File: src/rtl/aer_in_receiver.sv
`default_nettype none
`timescale 1ns/1ps
// ============================================================================
// Module   : aer_in_receiver
// Purpose  : AER input responder. Completes the 4-phase REQ/ACK handshake
//            from the spike source. It decodes each 12-bit address into a
//            pixel event or a time-step marker and buffers decoded events
//            in a first-word-fall-through FIFO. It also tracks the time step
//            within the current sample.
// Ports    : CLK, RST_N                 clock / async active-low reset
//            AERIN_ADDR, AERIN_REQ      address and request from the sender
//            AERIN_ACK                  registered acknowledge
//            EVT_VALID/EVT_READY        event stream handshake
//            EVT_IS_TICK/PIX/TSTEP      FIFO head contents
//            SAMPLE_DONE                pulse after the last marker of a sample
//            EVT_CNT                    pixel events in the current sample
//            FIFO_FULL, ADDR_ERR        status flags
// Revision : 1.0  initial release
// ============================================================================
module aer_in_receiver #(
  parameter int unsigned FIFO_DEPTH = 16,
  parameter int unsigned T_STEPS    = 8,
  parameter int unsigned N_PIX      = 784
) (
  input  logic        CLK,
  input  logic        RST_N,
  input  logic [11:0] AERIN_ADDR,
  input  logic        AERIN_REQ,
  output logic        AERIN_ACK,
  output logic        EVT_VALID,
  input  logic        EVT_READY,
  output logic        EVT_IS_TICK,
  output logic [9:0]  EVT_PIX,
  output logic [2:0]  EVT_TSTEP,
  output logic        SAMPLE_DONE,
  output logic [15:0] EVT_CNT,
  output logic        FIFO_FULL,
  output logic        ADDR_ERR
);

  localparam int unsigned AW = $clog2(FIFO_DEPTH);
  localparam int unsigned CW = AW + 1;
  localparam logic [CW-1:0] DEPTH_C    = CW'(FIFO_DEPTH);
  localparam logic [2:0]    TSTEP_LAST = 3'(T_STEPS - 1);

  typedef enum logic [0:0] {
    IDLE   = 1'b0,
    ACK_HI = 1'b1
  } state_t;

  state_t state, state_next;

  logic req_meta, req_s;
  logic accept;
  logic addr_tick, addr_pix_ok;
  logic push, pop;
  logic tick_acc, last_tick;

  logic [2:0]    tstep;
  logic [15:0]   evt_cnt;
  logic          sample_done;
  logic          addr_err;

  logic [13:0]   mem [FIFO_DEPTH];
  logic [AW-1:0] wr_ptr, rd_ptr;
  logic [CW-1:0] count;
  logic [13:0]   head;
  logic          fifo_full;

  // Two-flop synchronizer for the asynchronous request.
  always_ff @(posedge CLK or negedge RST_N) begin
    if (!RST_N) begin
      req_meta <= 1'b0;
      req_s    <= 1'b0;
    end else begin
      req_meta <= AERIN_REQ;
      req_s    <= req_meta;
    end
  end

  always_ff @(posedge CLK or negedge RST_N) begin
    if (!RST_N) state <= IDLE;
    else        state <= state_next;
  end

  // Full is taken from registered occupancy, so a pop in this cycle cannot
  // let a push through in the same cycle; ACK is withheld instead.
  always_comb begin
    state_next = state;
    accept     = 1'b0;
    case (state)
      IDLE: begin
        if (req_s && !fifo_full) begin
          accept     = 1'b1;
          state_next = ACK_HI;
        end
      end
      ACK_HI: begin
        if (!req_s) state_next = IDLE;
      end
      default: state_next = IDLE;
    endcase
  end

  // Address decode; AERIN_ADDR is stable whenever the synchronized REQ is high.
  always_comb begin
    addr_tick   = !AERIN_ADDR[11] && AERIN_ADDR[10];
    addr_pix_ok = !AERIN_ADDR[11] && !AERIN_ADDR[10] &&
                  (32'(AERIN_ADDR[9:0]) < N_PIX);
  end

  assign push      = accept && (addr_tick || addr_pix_ok);
  assign pop       = EVT_VALID && EVT_READY;
  assign tick_acc  = accept && addr_tick;
  assign last_tick = tick_acc && (tstep == TSTEP_LAST);

  // Time step, sample completion and per-sample pixel count. The count is
  // cleared on the same edge that raises SAMPLE_DONE.
  always_ff @(posedge CLK or negedge RST_N) begin
    if (!RST_N) begin
      tstep       <= 3'd0;
      sample_done <= 1'b0;
      evt_cnt     <= 16'd0;
      addr_err    <= 1'b0;
    end else begin
      sample_done <= last_tick;
      if (tick_acc) begin
        tstep <= last_tick ? 3'd0 : tstep + 3'd1;
      end
      if (last_tick) begin
        evt_cnt <= 16'd0;
      end else if (accept && addr_pix_ok && (evt_cnt != 16'hFFFF)) begin
        evt_cnt <= evt_cnt + 16'd1;
      end
      if (accept && !(addr_tick || addr_pix_ok)) begin
        addr_err <= 1'b1;
      end
    end
  end

  // FIFO storage, entry = {is_tick, pix[9:0], tstep[2:0]}.
  always_ff @(posedge CLK) begin
    if (push) begin
      mem[wr_ptr] <= {addr_tick, (addr_tick ? 10'd0 : AERIN_ADDR[9:0]), tstep};
    end
  end

  always_ff @(posedge CLK or negedge RST_N) begin
    if (!RST_N) begin
      wr_ptr <= '0;
      rd_ptr <= '0;
      count  <= '0;
    end else begin
      if (push) wr_ptr <= wr_ptr + 1'b1;
      if (pop)  rd_ptr <= rd_ptr + 1'b1;
      case ({push, pop})
        2'b10:   count <= count + 1'b1;
        2'b01:   count <= count - 1'b1;
        default: count <= count;
      endcase
    end
  end

  assign fifo_full = (count == DEPTH_C);
  assign head      = mem[rd_ptr];

  // Head fields are masked while empty so outputs read 0 out of reset.
  assign EVT_VALID   = (count != '0);
  assign EVT_IS_TICK = EVT_VALID & head[13];
  assign EVT_PIX     = head[12:3] & {10{EVT_VALID}};
  assign EVT_TSTEP   = head[2:0] & {3{EVT_VALID}};

  assign AERIN_ACK   = (state == ACK_HI);
  assign SAMPLE_DONE = sample_done;
  assign EVT_CNT     = evt_cnt;
  assign FIFO_FULL   = fifo_full;
  assign ADDR_ERR    = addr_err;

endmodule
`default_nettype wire

File: config.mk
export PLATFORM = sky130hd
export DESIGN_NAME = aer_in_receiver
export DESIGN_NICKNAME = d
export VERILOG_FILES = /design/src/rtl/aer_in_receiver.sv
export SDC_FILE = /design/constraint.sdc
export NUM_CORES = 1
export LEC_CHECK = 0
export ABC_AREA = 1
export CORE_MARGIN = 2
export CORE_UTILIZATION = 50
export DETAILED_ROUTE_END_ITERATION = 10
export GPL_TIMING_DRIVEN = 0
export PLACE_DENSITY = 0.7
export SETUP_SLACK_MARGIN = 0.4
export SLEW_MARGIN = 10
export SYNTH_ARGS = -nofsm -noshare
export SYNTH_HDL_FRONTEND = slang
export SYNTH_SLANG_ARGS = --single-unit
File: constraint.sdc
create_clock -name CLK -period 6.68 [get_ports CLK]
set_clock_uncertainty 0.2 [all_clocks]
set_input_delay 1.336 -clock CLK [delete_from_list [all_inputs] [get_ports CLK]]
set_output_delay 1.336 -clock CLK [all_outputs]
set_load 0.02 [all_outputs]
After elaboration in Yosys (flattened, before gate mapping)
Memory sizes are Yosys's and may differ from the RTL's. Index checks and enable logic that the tools add are counted.

Flip-flop bits (word level): 37. Bits in latches: 0. Memory bits (writable): 224. ROM bits: 0. Input bits: 16. Output and inout bits: 35. Memories kept: 1.

Memories: mem (words 16, width 14, read ports 1, clocked after memory_dff 0, write ports 1, RTL line 64) `logic [13:0] mem [FIFO_DEPTH];`.

Add/sub/neg operators: 6. Multiply operators: 0. Div/mod/pow operators: 0. Magnitude comparators: 1. Equal/unequal tests: 5. Shift operators: 0. Mux-type cells: 11. Bitwise gates (word level): 4. Reductions and logical operators: 19.

Operators with widths (count): 16-bit two-way mux (2); 16-bit by 1-bit adder with 16-bit output (second input constant) (1); 16-bit inequality test (second input constant) (1); 1-bit logical AND (11); 10-bit AND (1); 10-bit < comparator (second input constant) (1); 10-bit two-way mux (1); 5-bit case mux with 2 select lines (1); 4-bit by 1-bit adder with 4-bit output (second input constant) (2); 5-bit by 1-bit adder with 5-bit output (second input constant) (1); 5-bit equality test (second input constant) (1); 1-bit two-way mux (5); 5-bit nonzero test (1); 5-bit by 1-bit subtractor with 5-bit output (second input constant) (1); 1-bit zero test (4); 2-bit nonzero test (2); 3-bit by 1-bit adder with 3-bit output (second input constant) (1); 3-bit AND (1); 3-bit equality test (second input constant) (1); 3-bit two-way mux (1); 2-bit by 1-bit equality test with 1-bit output (second input constant) (1); 2-bit equality test (second input constant) (1); 1-bit case mux with 2 select lines (1); 1-bit AND (1); other kinds (2) (2).

Logic depth before layout (Yosys ltp)
Word-level depth: 9. Depth in mapped cells: 18. Mapped depth without buffers: 17.

Worst setup path after synthesis
OpenSTA, ideal clock, no wires.

Kind: input -> register. Start point: in AERIN_ADDR[10]. End point: mem mem[11][0] (enable). Arrival time: 2.621 ns. Required time: 6.096 ns. Slack: 3.474 ns. Cell stages on the path: 8. Cells stage by stage: inv_1 > nor2_1 > inv_1 > nand2_1 > nand2_2 > inv_2 > nand3_1 > nor2_1.

Word-level cells in the longest chain between the ends: 7. Elaborated cells on any way between the ends: 8.

Ends and longest elaborated chain: start: declaration (RTL line 27) `input logic [11:0] AERIN_ADDR,`; 1-bit zero test (RTL line 108) `addr_pix_ok = !AERIN_ADDR[11] && !AERIN_ADDR[10] &&`; 1-bit logical AND (2 in series) (RTL line 108); 1-bit logical OR * (RTL line 112) `assign push = accept && (addr_tick || addr_pix_ok);`; 1-bit logical AND * (RTL line 112); 1-bit two-way mux * (RTL line 143) `if (push) begin`; 1-bit two-way mux * (RTL line 144) `mem[wr_ptr] <= {addr_tick, (addr_tick ? 10'd0 : AERIN_ADDR[9:0]), tstep};`; end: declaration (RTL line 64).

Every way passes the cells marked *; elsewhere a longest branch is shown, timed or not.

Final worst setup path
Start point: reg rd_ptr[2]. End point: out EVT_PIX[3].

Word-level cells in the longest chain between the ends: 2.

Ends and longest elaborated chain: start: declaration (RTL line 65) `logic [AW-1:0] wr_ptr, rd_ptr;`; start signal: assignment (RTL line 155) `if (pop) rd_ptr <= rd_ptr + 1'b1;`; memory read 16 x 14 bit; 10-bit AND (RTL line 170) `assign EVT_PIX = head[12:3] & {10{EVT_VALID}};`; end: declaration (RTL line 33) `output logic [9:0] EVT_PIX,`.

Every way passes these cells.

==> out/metrics.csv <==
metric,value,unit
status,"complete, no violations",
Yosys reg bits,261,
Fmax achieved,219,MHz
Vias/cell,5.57,
Num CTS Buffers,26,
Setup WS pre-CTS,2.23,ns
Syn Nets,1102,
Rel. slew slack,26.8,%
"Reg clk slew, reported paths",0.06,ns
vias in the first global route,7805,
post-cts resize count,0,
Slew Limit Fails,0,
crit path launch type,flip-flop,
WL final,28600,µm
leakage,5.18,nW
Layout area overhead,16.2,%
Ports,51,
Pre-antenna DRT Iters,5,
Starting Density,50.7,%
Crit. End Element,output pin,
hold endpoint,req_s$_DFF_PN0_,
reg2reg start,count[0]$_DFFE_PN0P_,
unrepaired setup endpoints after global routing,false,
worst-path cell chain,"buf_2, buf_1, nand3_1, nand2_1, nand2_1, a21oi_1, clkdlybuf4s50_1",
cell row count,55,
dominant cells by area after synthesis,"edfxtp_1 59%, nand2_1 12%, nand3_1 9.2%",
slowest CP cell,clkdlybuf4s50_1,
CP required,5.14,ns
worst min-delay path class,flip-flop to flip-flop,
worst reg2reg endpoint,count[4]$_DFFE_PN0P_,
Final setup viols,0,
fin crit period,4.57,ns
syn_area_per_cell,10.6,µm²
Peak VDD IR,241,µV
DP Area,12400,µm²
gr usage total,24.2,%
GPL Wtd Cong,0.923,
Fin. Hold Viols,0,
P per Cell Area,424,nW/µm²
Worst EP arrival,3.04,ns
cell depth of the worst flop-to-flop path,17,
Overall Power,5.63,mW
CTS max path bufs,3,
CTS sink cnt,261,
Die H,155,µm
CTS tree,yes,
Worst Max-Slew Pin Slew,1.09,ns
Synth area leader,edfxtp_1,
core area,22500,µm²
cells after synthesis,1075,
post-detail-place hpwl,18700,µm
layout cells sized above 1,11.0,%
postcts setup bufs,0,
Setup CP Type,flip-flop to output pin,
post-synth top area share,58.9,%
hold_buf cts,0,
Worst Hold Path Cells,0,
grt ovf,0,
Tcrit/Tclk final,68.5,%
WL/cell,19.6,µm
clock latency on the worst-skew pair,0.52,ns
DR iter-0 viols,603,
H-tree depth,1,
Post-Layout Inst Area,13300,µm²
first-pass GRT wire length,43900,µm
R2R setup slack,3.86,ns
initial antenna violation count,0,
root buf cell,clkbuf_16,
DIE AREA,24100,µm²
DR DRC count,0,
Yosys Warn Count,0,
number of port buffers,50,
hold_sp,req_meta$_DFF_PN0_,
Layout Nets,1185,
routed vias,8145,
worst stage delay on the critical path,0.67,ns
Final Hold Slack,0.159,ns
most frequent CP cell,nand2_1,
Max-Cap Viols,0,
"Distinct cells, synth",30,
synthesized cell area,11400,µm²
setup ws final,2.11,ns
post-synthesis sequential area ratio,67.0,%
setup_tns,0,ns
ANT nets after route,0,
"critical path fanouts, max",10,
# diodes,0,
DIE WIDTH,155,µm
largest net degree at the start of global routing,29,
sequential cells by signal, summed over array words and instances (netlist names):
name / count
req_meta: 1
EVT_CNT: 16
AERIN_ACK: 1
tstep: 3
rd_ptr: 4
mem: 224
ADDR_ERR: 1
wr_ptr: 4
req_s: 1
count: 5
SAMPLE_DONE: 1
worst max path at each step:
stage / start / end / slack (ns) / cells after the start
2_1_floorplan: AERIN_ADDR[10] / mem[11][0]$_DFFE_PP_ / 3.47 / 8
3_3_place_gp: AERIN_ADDR[10] / mem[11][7]$_DFFE_PP_ / 2.16 / 9
3_5_place_dp: AERIN_ADDR[10] / mem[3][3]$_DFFE_PP_ / 2.23 / 9
4_1_cts: rd_ptr[2]$_DFFE_PN0P_ / EVT_PIX[2] / 2.11 / 7
5_1_grt: rd_ptr[2]$_DFFE_PN0P_ / EVT_PIX[2] / 2.04 / 7
6_report: rd_ptr[2]$_DFFE_PN0P_ / EVT_PIX[3] / 2.11 / 7
final cells by class:
type | instances | area [µm²]
Tap cell | 285 | 357
Buffer | 54 | 343
Clock buffer | 38 | 747
Fill cell | 1830 | 9240
Timing Repair Buffer | 55 | 568
Sequential cell | 261 | 7650
Multi-Input combinational cell | 711 | 3290
Clock inverter | 9 | 118
Inverter | 49 | 186
logic make-up after synthesis:
logic type | count (synthesis) | share of synthesized area (%)
XOR/XNOR | 15 | 1.15
AND/OR/NAND/NOR | 654 | 24.6
flip-flops | 261 | 67.0
adder cells (fa/ha/maj) | 11 | 1.21
buffers and inverters | 103 | 4.63
AO/OA/AOI/OAI | 31 | 1.40
per-layer routing:
metal  share of wire (%)  wire (µm)  vias up  global-route usage (%)
li1                    -          -     3820                       -
met1                  40      11500     3906                    32.4
met2                  49      14100      360                    41.9
met3                 7.5       2140       59                    2.84
met4                 3.0        847        0                    7.32
met5                   0          0        -                       0
synthesized netlist by cell type, drive strengths merged:
| library cell | count |
|---|---|
| a21boi | 1 |
| a21oi | 15 |
| buf | 46 |
| clkbuf | 8 |
| clkinv | 4 |
| dfrtp | 37 |
| edfxtp | 224 |
| ha | 11 |
| inv | 45 |
| nand2 | 379 |
| nand3 | 212 |
| nand4 | 5 |
| nor2 | 57 |
| nor3 | 1 |
| o21ai | 14 |
| o21bai | 1 |
| xnor2 | 5 |
| xor2 | 10 |
per-stage QoR:
stage,cells,util (%)
after floorplan,1075,-
after global placement,1410,54.5
after detailed placement,1414,55.0
after CTS,1461,58.8
after global routing,1462,58.9
final,1462,58.9
critical path, delay by kind of cell, from the launching register on:
kind	cells	cell delay, ns
AND/OR/NAND/NOR	3	0.42
AO/OA/AOI/OAI	1	0.28
flip-flops	1	0.37
buffers and inverters	3	1.44
cell usage in the layout, fill, tap and decap left out:
cell type        count
o21bai_1             1
nand4_1              5
clkinv_2             6
buf_6               10
buf_1                4
buf_8                4
a21oi_1             15
buf_4                6
nor2_1              28
a21boi_0             1
clkbuf_1            14
nand2_2              3
clkdlybuf4s50_1     49
nor2_4               4
clkbuf_8             3
buf_12               1
clkbuf_2             2
ha_1                11
clkinv_1             4
dfrtp_1             37
buf_2               27
clkbuf_16           27
inv_2                4
nor2_2              25
nor3_2               1
o21ai_0             14
nand3_2              3
xor2_1              10
bufinv_16            3
edfxtp_1           224
xnor2_1              5
nand2_1            375
inv_1               41
nand2_4              1
nand3_1            209
power by group:
| part | leakage (nW) | internal (mW) | total (mW) | switching, mW |
|---|---|---|---|---|
| registers | 2.50 | 1.91 | 2.04 | 0.131 |
| logic | 2.26 | 0.707 | 2.11 | 1.40 |
| clock network | 0.425 | 0.887 | 1.48 | 0.592 |
| total | 5.18 | 3.51 | 5.63 | 2.12 |
No activity file was read; power rests on OpenSTA's default activity.
